===== config.mk =====
export PLATFORM = sky130hd
export DESIGN_NAME = tx_frame_builder
export DESIGN_NICKNAME = d
export VERILOG_FILES = /design/src/rtl/tx_frame_builder.sv
export SDC_FILE = /design/constraint.sdc
export NUM_CORES = 1
export LEC_CHECK = 0
export ABC_AREA = 1
export BUFFER_PORTS_ARGS = -buffer_cell sky130_fd_sc_hd__buf_2
export CORE_UTILIZATION = 45
export DETAILED_ROUTE_END_ITERATION = 10
export GPL_TIMING_DRIVEN = 0
export MAX_ROUTING_LAYER = met4
export PLACE_DENSITY_LB_ADDON = 0.15
export SYNTH_ARGS = -nofsm -noshare
export SYNTH_HDL_FRONTEND = slang
export SYNTH_SLANG_ARGS = --single-unit

===== constraint.sdc =====
create_clock -name clk125MHz -period 3.8 [get_ports clk125MHz]
set_input_delay 0.19 -clock clk125MHz [delete_from_list [all_inputs] [get_ports clk125MHz]]
set_output_delay 0.19 -clock clk125MHz [all_outputs]
set_load 0.03 [all_outputs]

===== src/rtl/tx_frame_builder.sv =====
// Byte-per-clock Ethernet frame generator: preamble, header, RAM payload, CRC-32 FCS
// and inter-frame gap, paced toward the controller through busy.
module tx_frame_builder #(
    parameter logic [47:0] DST_MAC     = 48'hFFFF_FFFF_FFFF,
    parameter logic [47:0] SRC_MAC     = 48'h0002_0304_0506,
    parameter logic [15:0] ETHERTYPE   = 16'h88B5,
    parameter int          PAYLOAD_LEN = 1024,
    parameter int          IFG_CYCLES  = 12
) (
    input  logic        clk125MHz,
    input  logic        RST,
    input  logic        start_sending,
    input  logic [15:0] segment_num,
    input  logic [7:0]  txid,
    input  logic [7:0]  aux,
    output logic [15:0] rd_addr,
    input  logic [7:0]  rd_data,
    output logic [7:0]  byte_data,
    output logic        byte_valid,
    output logic        busy,
    output logic        frame_done
);

    typedef enum logic [2:0] {IDLE, PREAMBLE, HEADER, PAYLOAD, FCS, IFG} state_t;
    typedef enum logic [1:0] {SRC_REG, SRC_RAM, SRC_FCS} src_t;

    localparam logic [15:0] PAYLOAD_LAST = 16'(PAYLOAD_LEN - 1);
    localparam logic [15:0] IFG_LAST     = 16'(IFG_CYCLES - 1);

    state_t       state;
    src_t         src;
    logic [15:0]  cnt;
    logic [15:0]  seg_q;
    logic [7:0]   txid_q;
    logic [7:0]   aux_q;
    logic [7:0]   byte_q;
    logic [1:0]   fcs_idx;
    logic         crc_en;
    logic [31:0]  crc;
    logic [31:0]  crc_next;
    logic [31:0]  fcs_word;
    logic [143:0] hdr_vec;
    logic [143:0] hdr_shift;

    function automatic logic [31:0] crc_update(input logic [31:0] c, input logic [7:0] d);
        logic [31:0] r;
        r = c ^ {24'h0, d};
        for (int b = 0; b < 8; b++) begin
            r = r[0] ? ((r >> 1) ^ 32'hEDB8_8320) : (r >> 1);
        end
        return r;
    endfunction

    assign hdr_vec   = {DST_MAC, SRC_MAC, ETHERTYPE, txid_q, seg_q, aux_q};
    assign hdr_shift = hdr_vec << {cnt[4:0], 3'b000};
    assign fcs_word  = ~crc;
    assign crc_next  = crc_update(crc, byte_data);

    // Payload bytes come straight from the RAM read port and FCS bytes straight from
    // the CRC register, so both are selected here by registered selectors.
    always_comb begin
        byte_data = byte_q;
        case (src)
            SRC_RAM: byte_data = rd_data;
            SRC_FCS: begin
                case (fcs_idx)
                    2'd0:    byte_data = fcs_word[7:0];
                    2'd1:    byte_data = fcs_word[15:8];
                    2'd2:    byte_data = fcs_word[23:16];
                    default: byte_data = fcs_word[31:24];
                endcase
            end
            default: byte_data = byte_q;
        endcase
    end

    // state/cnt name the byte to emit at the next edge; crc_en marks wire bytes that feed the CRC.
    always_ff @(posedge clk125MHz) begin
        if (RST) begin
            state      <= IDLE;
            src        <= SRC_REG;
            cnt        <= 16'd0;
            seg_q      <= 16'd0;
            txid_q     <= 8'd0;
            aux_q      <= 8'd0;
            byte_q     <= 8'd0;
            fcs_idx    <= 2'd0;
            crc_en     <= 1'b0;
            crc        <= 32'hFFFF_FFFF;
            rd_addr    <= 16'd0;
            byte_valid <= 1'b0;
            busy       <= 1'b0;
            frame_done <= 1'b0;
        end else begin
            frame_done <= 1'b0;
            if (crc_en) begin
                crc <= crc_next;
            end
            case (state)
                IDLE: begin
                    busy       <= 1'b0;
                    byte_valid <= 1'b0;
                    byte_q     <= 8'd0;
                    src        <= SRC_REG;
                    crc_en     <= 1'b0;
                    rd_addr    <= 16'd0;
                    if (start_sending) begin
                        seg_q  <= segment_num;
                        txid_q <= txid;
                        aux_q  <= aux;
                        crc    <= 32'hFFFF_FFFF;
                        cnt    <= 16'd0;
                        state  <= PREAMBLE;
                    end
                end
                PREAMBLE: begin
                    busy       <= 1'b1;
                    byte_valid <= 1'b1;
                    src        <= SRC_REG;
                    if (cnt == 16'd7) begin
                        byte_q <= 8'hD5;
                        cnt    <= 16'd0;
                        state  <= HEADER;
                    end else begin
                        byte_q <= 8'h55;
                        cnt    <= cnt + 16'd1;
                    end
                end
                HEADER: begin
                    byte_q <= hdr_shift[143:136];
                    crc_en <= 1'b1;
                    if (cnt == 16'd17) begin
                        rd_addr <= 16'd0;
                        cnt     <= 16'd0;
                        state   <= PAYLOAD;
                    end else begin
                        cnt <= cnt + 16'd1;
                    end
                end
                PAYLOAD: begin
                    src    <= SRC_RAM;
                    crc_en <= 1'b1;
                    if (cnt == PAYLOAD_LAST) begin
                        rd_addr <= 16'd0;
                        cnt     <= 16'd0;
                        state   <= FCS;
                    end else begin
                        rd_addr <= cnt + 16'd1;
                        cnt     <= cnt + 16'd1;
                    end
                end
                FCS: begin
                    src     <= SRC_FCS;
                    crc_en  <= 1'b0;
                    fcs_idx <= cnt[1:0];
                    if (cnt == 16'd3) begin
                        cnt   <= 16'd0;
                        state <= IFG;
                    end else begin
                        cnt <= cnt + 16'd1;
                    end
                end
                IFG: begin
                    byte_valid <= 1'b0;
                    byte_q     <= 8'd0;
                    src        <= SRC_REG;
                    if (cnt == IFG_LAST) begin
                        frame_done <= 1'b1;
                        cnt        <= 16'd0;
                        state      <= IDLE;
                    end else begin
                        cnt <= cnt + 16'd1;
                    end
                end
                default: state <= IDLE;
            endcase
        end
    end

endmodule


==> results.json <==
{
  "remaining_drc_errors": 0,
  "startpoint": "src[0]$_SDFFE_PP0P_",
  "synth_top_area_frac": 0.348,
  "rsz0062_at_grt": "no",
  "cts_resized": 0,
  "place.gp.congestion": 0.957,
  "final_util": 0.551,
  "worst_hold_path_type": "in2reg",
  "critPathCaptureType": "flip-flop",
  "dpl.cell_count": 1277,
  "fmax_mhz": 381,
  "yosysSeqAreaShare": 0.348,
  "synth.yosys.warnings": 0,
  "fin_crit_sh": 0.691,
  "required_ns": 4.11,
  "clk_latency_ns": 0.42,
  "cts_htree_levels": 4,
  "overflow": 0,
  "clk_pin_slew_ns": 0.05,
  "final-max-slew-violation-count": 0,
  "hold_ws_ns": 0.0381,
  "worst_slack_ns": 1.18,
  "finalHoldViolations": 0,
  "grt_usage": 0.288,
  "placed_area_um2": 7180,
  "synth_nets": 1081,
  "drive_gt1_frac": 0.135,
  "cp-start-kind": "flip-flop",
  "postCtsSetupBuffers": 0,
  "via_count": 7053,
  "portBuffers": 67,
  "clockBufferDepth": 2,
  "fin_crit_ns": 2.62,
  "postCtsHoldBufs": 0,
  "worstHoldStart": "txid[6]",
  "cts_root_buffer": "clkbuf_16",
  "layout_commonest_cell": "nand2_1",
  "path_class": "reg2reg",
  "std_cell_rows": 43,
  "fin_cells": 1309,
  "drt_pass1_iterations": 8,
  "ant_nets": 0,
  "antenna_found_initial": 0,
  "die_x_um": 123,
  "setup_viol": 0,
  "wire_per_inst_um": 15.5,
  "synthTopCellsByArea": "dfxtp_1, nand2_1, a21oi_1",
  "syn_area_per_cell_um2": 6.43,
  "areaGrowthSynthToFinish_pct": 17.3,
  "grt_max_degree": 17,
  "hpwl_um": 14900,
  "io_pins": 70,
  "cts_sinks": 115,
  "die_height_um": 123,
  "worstMarginPinSlew_ns": 0.858,
  "r2r-start": "src[0]$_SDFFE_PP0P_",
  "nets": 1167,
  "synth_top_area_cell": "dfxtp_1",
  "max-vdd-ir-drop_v": 0.000413,
  "cp_data_arrival_time_ns": 2.93,
  "power_mw": 5.66,
  "power_leakage_nw": 3.58,
  "slew_headroom": 0.423,
  "final_cell_mix": "nand2_1, a21oi_1, dfxtp_1, inv_1, nand3_1",
  "coreArea_um2": 14100,
  "ys_ff_latch": 115,
  "worst-path-max-fanout": 9,
  "cts_buffers": 17,
  "initialDrtViolationCount": 559,
  "fin_setup_tns_ns": 0,
  "fin_skew_ns": 0.00628,
  "syn_area_um2": 6620,
  "via_per_inst": 5.39,
  "antenna-diode-count": 0,
  "grt_pass1_wl_um": 32400,
  "status": "finished clean",
  "synth_cells": 1030,
  "initial_core_util": 0.470,
  "grt_pass1_vias": 6425,
  "pre_cts_slack_ns": 1.26,
  "postLayoutCellArea_um2": 7770,
  "cts_tree": "built",
  "p_per_area_nw_per_um2": 729,
  "yosysUniqueCellTypes": 39,
  "die-area_um2": 15200,
  "max-cap-violations": 0,
  "routed_wl_um": 20300
}
sequential cells by signal, summed over array words and instances, names as in the netlist, 2 cells and up:
name and flops:
txid_q 8, src 2, fcs_idx 2, cnt 16, seg_q 16, rd_addr 16, crc 32, state 3
aux_q 8, byte_q 8
cells in the mapped netlist (all sizes together):
cell and n:
a21oi 129, a221oi 1, a22oi 4, a31oi 3, buf 14, clkbuf 29
clkinv 1, dfxtp 115, ha 8, inv 109, nand2 305, nand3 95
nand4 4, nor2 63, nor3 6, nor4 3, o2111ai 1, o211ai 13
o21ai 77, o221ai 2, o22ai 5, or2 16, xnor2 2, xor2 25
worst max-delay path, stage by stage (launching register included):
cell     delay (ns)
dfxtp_1        0.33
inv_1          0.06
ha_1           0.27
buf_4          0.18
inv_1          0.12
or2_2          0.34
nand2_1        0.13
nand2_1        0.07
nand2_1        0.25
nand2_1        0.08
nand2_1        0.19
xor2_2         0.26
nand2_1        0.09
nand2_1        0.07
o21ai_1        0.06
final timing paths:
kind / depth (start not counted) / end / slack, ns
max: 14 / crc[16]$_SDFF_PP1_ / 1.18
min: 3 / txid_q[6]$_SDFFE_PP0P_ / 0.04
max reg2reg: 14 / crc[16]$_SDFF_PP1_ / 1.18
min reg2reg: 2 / rd_addr[2]$_SDFFE_PP0P_ / 0.46
power by group:
part	leakage (nW)	internal, mW	switching [mW]	total (mW)
sequential	0.936	1.37	0.0917	1.47
clock	0.280	1.04	0.575	1.62
combinational	2.36	0.734	1.85	2.58
total	3.58	3.15	2.51	5.66
final cells by class:
type	count	area [um^2]
tap	180	225
clock buffer	22	454
multi-input combinational	762	3710
fill	1428	6330
buffer	43	191
timing repair buffer	67	335
clock inverter	10	133
inverter	110	413
sequential	115	2300
metal layers:
| layer | wire, um | vias up | GRT usage |
|---|---|---|---|
| li1 | - | 3545 | - |
| met1 | 9450 | 3231 | 0.377 |
| met2 | 9140 | 248 | 0.453 |
| met3 | 1450 | 29 | 0.0604 |
| met4 | 282 | 0 | 0.0730 |
| met5 | 0 | - | - |
logic make-up (layout without fill, tap and decap cells):
logic type,count (synthesis),count (layout),synth area share
flip-flops,115,115,0.348
buffers and inverters,153,252,0.0913
adder cells (fa/ha/maj),8,8,0.0151
AO/OA/AOI/OAI,235,235,0.190
XOR/XNOR,27,27,0.0380
AND/OR/NAND/NOR,492,492,0.318
No activity file was read; power rests on OpenSTA's default activity.
